<file path="src/rtl/dsp_post_accumulator_if.sv">
// Operand, control and result bundle for the DSP post-adder/accumulator.
// Latency: none, pure signal grouping.
// Backpressure: none; the stage accepts operands every cycle, gated only by CEP/CECARRYIN.
interface dsp_post_accumulator_if #(
   parameter int MWIDTH = 36,
   parameter int WIDTH  = 48
);
   logic              CEP;
   logic              CECARRYIN;
   logic [4:0]        OPMODE;
   logic [MWIDTH-1:0] M;
   logic [WIDTH-1:0]  C;
   logic [WIDTH-1:0]  PCIN;
   logic [WIDTH-1:0]  DAB;
   logic              CARRYIN;
   logic [WIDTH-1:0]  P;
   logic [WIDTH-1:0]  PCOUT;
   logic              CARRYOUT;
   logic              CARRYOUTF;

   // Operand source side (upstream pipeline / test driver).
   modport master (
      output CEP, CECARRYIN, OPMODE, M, C, PCIN, DAB, CARRYIN,
      input  P, PCOUT, CARRYOUT, CARRYOUTF
   );

   // Accumulator side.
   modport slave (
      input  CEP, CECARRYIN, OPMODE, M, C, PCIN, DAB, CARRYIN,
      output P, PCOUT, CARRYOUT, CARRYOUTF
   );
endinterface

</file>
<file path="src/rtl/dsp_post_accumulator.sv">
// Post-adder/accumulator: P = Z +/- (X + CIN) at WIDTH bits, with P_reg feedback.
// Latency: 1 cycle to P/CARRYOUT when PREG/CARRYOUTREG=1, 0 cycles otherwise; CYI adds 1 on carry-in.
// Backpressure: none; CEP/CECARRYIN freeze state, otherwise a new result every cycle.
module dsp_post_accumulator #(
   parameter int PREG        = 1,
   parameter int CARRYINREG  = 1,
   parameter int CARRYOUTREG = 1,
   parameter int MWIDTH      = 36,
   parameter int WIDTH       = 48
) (
   input  logic                  CLK,
   input  logic                  RST,
   dsp_post_accumulator_if.slave bus
);

   logic [WIDTH-1:0] p_reg;
   logic             co_reg;
   logic             cyi;
   logic [WIDTH-1:0] x_mux;
   logic [WIDTH-1:0] z_mux;
   logic             cin;
   logic [WIDTH:0]   r;

   // X operand select; the P choice always reads the register, never the output port.
   always_comb begin
      x_mux = '0;
      case (bus.OPMODE[1:0])
         2'd0: x_mux = '0;
         2'd1: x_mux = {{(WIDTH-MWIDTH){1'b0}}, bus.M};
         2'd2: x_mux = p_reg;
         2'd3: x_mux = bus.DAB;
         default: x_mux = '0;
      endcase
   end

   // Z operand select; P feedback again comes from the register to avoid a loop.
   always_comb begin
      z_mux = '0;
      case (bus.OPMODE[3:2])
         2'd0: z_mux = '0;
         2'd1: z_mux = bus.PCIN;
         2'd2: z_mux = p_reg;
         2'd3: z_mux = bus.C;
         default: z_mux = '0;
      endcase
   end

   assign cin = (CARRYINREG != 0) ? cyi : bus.CARRYIN;

   // One extra bit carries the add carry or the subtract borrow (X+CIN > Z).
   always_comb begin
      r = '0;
      if (bus.OPMODE[4])
         r = {1'b0, z_mux} - ({1'b0, x_mux} + {{WIDTH{1'b0}}, cin});
      else
         r = {1'b0, z_mux} + {1'b0, x_mux} + {{WIDTH{1'b0}}, cin};
   end

   // Carry-in stage, aligned with an upstream registered multiplier.
   always_ff @(posedge CLK or posedge RST) begin
      if (RST)
         cyi <= 1'b0;
      else if (bus.CECARRYIN)
         cyi <= bus.CARRYIN;
   end

   // Result and carry registers; P_reg also feeds the accumulate path.
   always_ff @(posedge CLK or posedge RST) begin
      if (RST) begin
         p_reg  <= '0;
         co_reg <= 1'b0;
      end else if (bus.CEP) begin
         p_reg  <= r[WIDTH-1:0];
         co_reg <= r[WIDTH];
      end
   end

   assign bus.P         = (PREG != 0) ? p_reg : r[WIDTH-1:0];
   assign bus.PCOUT     = bus.P;
   assign bus.CARRYOUT  = (CARRYOUTREG != 0) ? co_reg : r[WIDTH];
   assign bus.CARRYOUTF = bus.CARRYOUT;

endmodule
</file>
<file path="src/flat_wrapper.sv">
// flat-port wrapper written by rule: the top's interface ports become plain ports
module dsp_post_accumulator_flat 
#(
   parameter int PREG        = 1,
   parameter int CARRYINREG  = 1,
   parameter int CARRYOUTREG = 1,
   parameter int MWIDTH      = 36,
   parameter int WIDTH       = 48
)
  (CLK, RST, bus_CEP, bus_CECARRYIN, bus_OPMODE, bus_M, bus_C, bus_PCIN, bus_DAB, bus_CARRYIN, bus_P, bus_PCOUT, bus_CARRYOUT, bus_CARRYOUTF);
  dsp_post_accumulator_if #(.MWIDTH(MWIDTH), .WIDTH(WIDTH)) bus_i ();
  input  logic CLK;
  input  logic RST;
  input wire logic [$bits(bus_i.CEP)-1:0] bus_CEP;
  input wire logic [$bits(bus_i.CECARRYIN)-1:0] bus_CECARRYIN;
  input wire logic [$bits(bus_i.OPMODE)-1:0] bus_OPMODE;
  input wire logic [$bits(bus_i.M)-1:0] bus_M;
  input wire logic [$bits(bus_i.C)-1:0] bus_C;
  input wire logic [$bits(bus_i.PCIN)-1:0] bus_PCIN;
  input wire logic [$bits(bus_i.DAB)-1:0] bus_DAB;
  input wire logic [$bits(bus_i.CARRYIN)-1:0] bus_CARRYIN;
  output wire logic [$bits(bus_i.P)-1:0] bus_P;
  output wire logic [$bits(bus_i.PCOUT)-1:0] bus_PCOUT;
  output wire logic [$bits(bus_i.CARRYOUT)-1:0] bus_CARRYOUT;
  output wire logic [$bits(bus_i.CARRYOUTF)-1:0] bus_CARRYOUTF;
  assign bus_i.CEP = bus_CEP;
  assign bus_i.CECARRYIN = bus_CECARRYIN;
  assign bus_i.OPMODE = bus_OPMODE;
  assign bus_i.M = bus_M;
  assign bus_i.C = bus_C;
  assign bus_i.PCIN = bus_PCIN;
  assign bus_i.DAB = bus_DAB;
  assign bus_i.CARRYIN = bus_CARRYIN;
  assign bus_P = bus_i.P;
  assign bus_PCOUT = bus_i.PCOUT;
  assign bus_CARRYOUT = bus_i.CARRYOUT;
  assign bus_CARRYOUTF = bus_i.CARRYOUTF;
  dsp_post_accumulator #(.PREG(PREG), .CARRYINREG(CARRYINREG), .CARRYOUTREG(CARRYOUTREG), .MWIDTH(MWIDTH), .WIDTH(WIDTH)) u_core (.CLK(CLK), .RST(RST), .bus(bus_i));
endmodule
</file>
<file path="config.mk">
export PLATFORM = sky130hd
export DESIGN_NAME = dsp_post_accumulator_flat
export DESIGN_NICKNAME = d
export VERILOG_FILES = /design/src/rtl/dsp_post_accumulator_if.sv /design/src/rtl/dsp_post_accumulator.sv /design/src/flat_wrapper.sv
export SDC_FILE = /design/constraint.sdc
export NUM_CORES = 1
export LEC_CHECK = 0
export CORE_MARGIN = 10
export CORE_UTILIZATION = 51
export CTS_CLUSTER_DIAMETER = 80
export DETAILED_ROUTE_END_ITERATION = 8
export GPL_TIMING_DRIVEN = 0
export PLACE_DENSITY = 0.83
export SLEW_MARGIN = 40
export SYNTH_ARGS = -nofsm -noshare
export SYNTH_HDL_FRONTEND = slang
export SYNTH_SLANG_ARGS = --single-unit
</file>
<file path="constraint.sdc">
create_clock -name CLK -period 5.3 [get_ports CLK]
set_clock_uncertainty 0.2 [all_clocks]
set_input_delay 1.59 -clock CLK [delete_from_list [all_inputs] [get_ports CLK]]
set_output_delay 1.59 -clock CLK [all_outputs]
set_load 0.03 [all_outputs]
</file>
---- Yosys cells after proc, flatten, opt, wreduce, memory -nomap -nowiden ----
Cells that the tools add are included.
operators by class
  $add $sub $neg .......................... 4
  equality and inequality tests ........... 6
  reduce and logical (&&, ||, !) cells .... 2
  muxes and demuxes ....................... 3
operator list
  cell                count
  $pmux 48 s4         2
  $add 48x1->49       1
  $add 48x48->49      1
  $add 49x1->49       1
  $mux 49             1
  $sub 48x49->49      1
  $eq 2x2->1 const B  4
  $eq 2x1->1 const B  2
  $logic_not 2->1     2
storage, ports and cells
  word-level logic and storage cells ...... 18
  bits of input ports ..................... 190
  bits in registers ....................... 50
  output and inout port bits .............. 98

---- Depth between registers and ports, before layout ----
Gate-level depths: netlist (run 1).
  word-level depth ........................ 5
  gate-level depth with buffers ........... 20
  depth with buffers taken out ............ 17

---- Least setup slack after synthesis (run 1) ----
No wires, ideal clock.
  kind .................................... input -> register
  start ................................... in bus_OPMODE[2]
  end ..................................... reg u_core.co_reg, in the netlist u_core.bus.CARRYOUT
  stages on the path ...................... 16
  setup time .............................. 0.120 ns
  arrival time ............................ 5.572 ns
  buffers on the path ..................... 2
  slack ................................... -0.592 ns
  required time ........................... 4.980 ns
  cells stage by stage .................... buf_2 -> clkbuf_1 -> mux2_2 -> a22o_1 -> ha_1 -> ha_1 -> nand2_2 -> nor4_4 -> nand3_2 -> a2111oi_4 -> o31a_4 -> a21oi_4 -> o41ai_4 -> a21oi_2 -> mux2_1 -> o211a_1
on the way
  cells in the longest elaborated chain, start to end .. 5
  elaborated cells between the ends (all ways) .. 9
  classes of those cells .................. add/sub: 3; eq/ne: 3; mux: 2; reduce/logical: 1
RTL lines
  element                             RTL line                    RTL
  start, declared                     flat_wrapper.sv:16          input wire logic [$bits(bus_i.OPMODE)-1:0] bus_OPMODE;
  $eq 2x2->1 (tied with other cells)  dsp_post_accumulator.sv:39  case (bus.OPMODE[3:2])
  $pmux 48 s4 (*)                     dsp_post_accumulator.sv:39
  $add 48x48->49                      dsp_post_accumulator.sv:56  r = {1'b0, z_mux} + {1'b0, x_mux} + {{WIDTH{1'b0}}, cin};
  $add 49x1->49                       dsp_post_accumulator.sv:56
  $mux 49 (*)                         dsp_post_accumulator.sv:53  if (bus.OPMODE[4])
  end signal, assigned                dsp_post_accumulator.sv:74  co_reg <= r[WIDTH];
  end, declared                       dsp_post_accumulator.sv:17  logic co_reg;
Mark *: on every way between the ends. The rest lies on a longest branch, timed or not.
A chain may end at the register's enable or synchronous reset.

---- Worst setup path after layout (run 1) ----
  start ................................... in bus_M[1]
  end ..................................... reg u_core.p_reg[45], in the netlist u_core.bus.P[45]
on the way
  cells in the longest elaborated chain, start to end .. 4
  elaborated cells between the ends (all ways) .. 6
  classes of those cells .................. add/sub: 4; mux: 2
RTL lines
  element                                                 RTL line                                                RTL
  start, declared                                         flat_wrapper.sv:17                                      input wire logic [$bits(bus_i.M)-1:0] bus_M;
  $pmux 48 s4 (*)                                         dsp_post_accumulator.sv:27                              case (bus.OPMODE[1:0])
  $add 48x48->49 / $add 48x1->49 (equally long branches)  dsp_post_accumulator.sv:56, dsp_post_accumulator.sv:54
  $add 49x1->49 / $sub 48x49->49 (equally long branches)  dsp_post_accumulator.sv:56, dsp_post_accumulator.sv:54
  $mux 49 (*)                                             dsp_post_accumulator.sv:53
  end signal, assigned                                    dsp_post_accumulator.sv:73                              p_reg <= r[WIDTH-1:0];
  end, declared                                           dsp_post_accumulator.sv:16                              logic [WIDTH-1:0] p_reg;
Marked as above.

==> flow_summary.ini, run 1 <==
[grt]
grt_remaining_overflow = 0
grt_pass1_vias = 12900
groute.usage.overall_pct = 32.4
grt_max_degree = 28
antenna_found_initial = 3
wire_length_of_the_first_global_routing_pass_um = 73900

[critical_path]
r2r_cells = 16
worstSetupPathDepth = 17
timing.critical_path.required_ns = 5.35
cp_endpoint_kind = register
cp_common_cell = sky130_fd_sc_hd__o211ai_1
worst-path-buf-inv = 4
crit_path_top_delay_cell = sky130_fd_sc_hd__o211ai_1
cp.arrival_ns = 5.44
crit_path_kind = primary input to register
crit_path_launch_type = primary input
critical_path.max_fanout = 3
critPathMaxStageDelay_ns = 0.50
crit_chain = clkdlybuf4s50_1 -> mux2_2 -> a22oi_2 -> inv_1 -> ha_1 -> nor2b_1 -> o31a_1 -> o211ai_1 -> buf_4 -> o211ai_1 -> a31oi_2 -> o211ai_1 -> buf_4 -> a2bb2oi_1 -> xnor2_1 -> o21ai_0 -> o2bb2ai_1
cp_top_delay_family = compound AO/OA/AOI/OAI gates

[floorplan]
floorplan_core_area_um2 = 21200
die_x_um = 167
std_cell_rows = 53
ios = 288
dieHeight_um = 167
die_area_um2 = 27800
start_util_pct = 52.0

[logic_synthesis]
syn_inst = 1466
synth_edf_count = 0
synth_xor_area_share_pct = 6.37
synth-compound-area-share_pct = 30.8
synthesis.yosys.warnings = 0
yosys-mux-area-fraction_pct = 9.75
synth-async-reset-ratio_pct = 100
synthesis.area_per_instance_um2 = 7.51
ys.flop_type = sky130_fd_sc_hd__dfrtp_1
post_synth_fa_ha_maj_area_fraction_pct = 16.5
seq_area_frac_synth_pct = 11.4
combinational_family_with_the_most_area_after_synthesis = compound AO/OA/AOI/OAI gates
ys_types = 79
yosys_register_bits = 50
simple_gate_share_of_the_synthesized_area_pct = 14.6
netlist_area_um2 = 11000
number_of_nets_produced_by_synthesis = 1799

[cts]
tritoncts = built
cts_num_sinks = 50
cts.clk_slew.worst_paths_ns = 0.09
cts_buffer_depth = 2
clk-insertion-delay-late_ns = 0.33
tritoncts.num_buffers = 5
cts.htree.levels = 2
root_buffer = sky130_fd_sc_hd__clkbuf_16

[routing]
met2WireLength_um = 23600
detailroute.via_count = 13500
drt_met1_wl_um = 20400
first_pass_iteration_count_of_the_detailed_router = 7
first_iter_violations = 1530
drcViolationCount = 0
detail-route-antenna-nets = 0
final_routed_wirelength_um = 51900
met3_length_um = 5370
wl_per_cell_um = 24.8
number_of_vias_per_cell = 6.45
topRoutingLayerUsed = met4

[cells_and_area]
n_fill_cell = 1451
drive_above_1_share_pct = 24.4
fin_util_pct = 78.5
final_nets = 2146
finalInstanceArea_um2 = 16600
max_reg_flops = 48
layout.cells.most_common = sky130_fd_sc_hd__clkdlybuf4s50_1
flow.area_growth_from_synthesis_pct = 50.8
most_frequent_cells_in_the_layout = sky130_fd_sc_hd__clkdlybuf4s50_1 (276), sky130_fd_sc_hd__a21oi_1 (129), sky130_fd_sc_hd__inv_1 (126)
final-instance-count-excl-fill = 2092

[place]
port_buffers = 285
post_dp_cell_area_um2 = 14500
detailedPlacementHpwl_um = 36800
dp_slack_ns = -1.97
post-place-cells = 2027
routabilityCongestion = 1.01

[sta]
fmax_ghz = 0.186
timing.final.ws_setup_ns = -0.0863
setup-violations-final = 7
finalHoldViolCount = 0
worstMarginPinSlew_ns = 0.938
max_slew_margin_pct = 37.4
post-route-min-period_ns = 5.39
grt_setup_unrepaired = yes
pins_over_their_slew_limit = 0
finalCritPeriodShare_pct = 102

[pwr]
power.leakage_nw = 7.17
total_power_mw = 8.37
power.ir.vdd_worst_uv = 312
powerDensity_nw_per_um2 = 504

[outcome]
failing_checks = negative setup slack
run_status = finished with violations

[min_path]
hp-class = register to register
worstHoldPathCells = 2

[job]
drv_cap = 0
[cells in the mapped netlist, drive strengths merged, types with 4 or more instances]
library cell,number,area [µm²]
a2111oi,4,53.8
a211oi,7,57.6
a21boi,4,30.0
a21o,53,398
a21oi,157,801
a221o,5,50.1
a221oi,5,43.8
a22o,79,692
a22oi,6,45.0
a31o,4,35.0
a31oi,13,81.3
and3,4,25.0
and4,4,35.0
buf,61,414
clkbuf,68,255
dfrtp,50,1250
fa,4,80.1
ha,139,1740
inv,133,499
mux2,81,912
mux2i,16,160
nand2,101,382
nand2b,16,100
nand3,15,80.1
nand4,25,156
nor2,114,428
nor2b,21,131
nor3,14,70.1
nor4,7,58.8
o211ai,14,110
o21a,9,67.6
o21ai,69,345
o21bai,20,150
o221ai,5,43.8
o31ai,12,95.1
or2,5,31.3
or3,4,25.0
xnor2,47,412
xor2,33,289
[worst register-to-register path, stage by stage, from the launching register on]
cell	delay, ns
sky130_fd_sc_hd__dfrtp_1	0.45
sky130_fd_sc_hd__mux2_4	0.30
sky130_fd_sc_hd__a22o_4	0.24
sky130_fd_sc_hd__inv_1	0.06
sky130_fd_sc_hd__ha_2	0.17
sky130_fd_sc_hd__inv_2	0.05
sky130_fd_sc_hd__ha_4	0.27
sky130_fd_sc_hd__a21oi_4	0.19
sky130_fd_sc_hd__o21bai_1	0.11
sky130_fd_sc_hd__a211oi_2	0.39
sky130_fd_sc_hd__o31ai_4	0.17
sky130_fd_sc_hd__a2111o_1	0.45
sky130_fd_sc_hd__a221oi_4	0.33
sky130_fd_sc_hd__a31oi_2	0.15
sky130_fd_sc_hd__or3_4	0.35
sky130_fd_sc_hd__a21oi_2	0.14
sky130_fd_sc_hd__o2bb2ai_1	0.08
[cell type report]
type	instances	area [µm²]	share of cell area, %
multi-input cells	1154	9930	59.8
repair buffers	353	3450	20.8
flip-flops and latches	50	1250	7.54
plain buffers	116	940	5.66
inverters	133	504	3.04
well taps	275	344	2.07
clock buffers	5	125	0.754
clock inverters	3	45.0	0.271
diodes	3	7.51	0.0452
[final timing paths]
kind | startpoint | to | slack (ns)
setup / recovery | bus_M[1] | u_core.bus.P[45]$_DFFE_PP0P_ | -0.09
hold / removal | u_core.bus.P[20]$_DFFE_PP0P_ | u_core.bus.P[20]$_DFFE_PP0P_ | 0.40
setup reg to reg | u_core.bus.P[5]$_DFFE_PP0P_ | u_core.bus.P[45]$_DFFE_PP0P_ | 1.09
hold reg to reg | u_core.bus.P[20]$_DFFE_PP0P_ | u_core.bus.P[20]$_DFFE_PP0P_ | 0.40
max in group asynchronous | RST | u_core.bus.P[9]$_DFFE_PP0P_ | 2.97
min in group asynchronous | RST | u_core.bus.P[42]$_DFFE_PP0P_ | 1.42
[metrics by stage]
stage / TNS (ns) / hold WS [ns]
global route: -1.05 / 0.424
floorplan: -0.0290 / 0.396
finish: -0.170 / 0.402
detailed placement: -57.36 / 0.349
CTS: 0 / 0.374
global placement: -53.99 / 0.349
[logic make-up (layout without fill, tap and decap cells)]
logic type / Yosys count / after routing
fa+ha+maj: 143 / 143
other cells: 0 / 3
buf+inv: 262 / 610
flops: 50 / 50
compound gates: 494 / 494
mux: 97 / 97
xor+xnor: 80 / 80
simple gates: 340 / 340
[where the power goes]
group | internal, mW | switching [mW]
registers | 0.555 | 0.281
clock network | 0.225 | 0.209
logic | 3.18 | 3.91
[timing repair]
item                                    in CTS  in global routing
pin swaps                                   55                 41
cloned                                       3                  2
gates resized for setup                    198                132
endpoints found under the setup margin      43                 30
hold buffers                                 0                  0
setup buffers                               38                 24
[routing by layer]
metal  global-route usage [%]  up-vias
li1                         -     5927
met1                     40.3     6372
met2                     52.5      982
met3                     7.91      204
met4                     13.2        0
met5                        0        -
(Power assumes the default switching activity.)
==> run 2, diff against run 1 <==
ABC_AREA = 0   (was default)
==> results of run 2 <==
No change in the layout: final DEF, timing and power equal those of run 1.
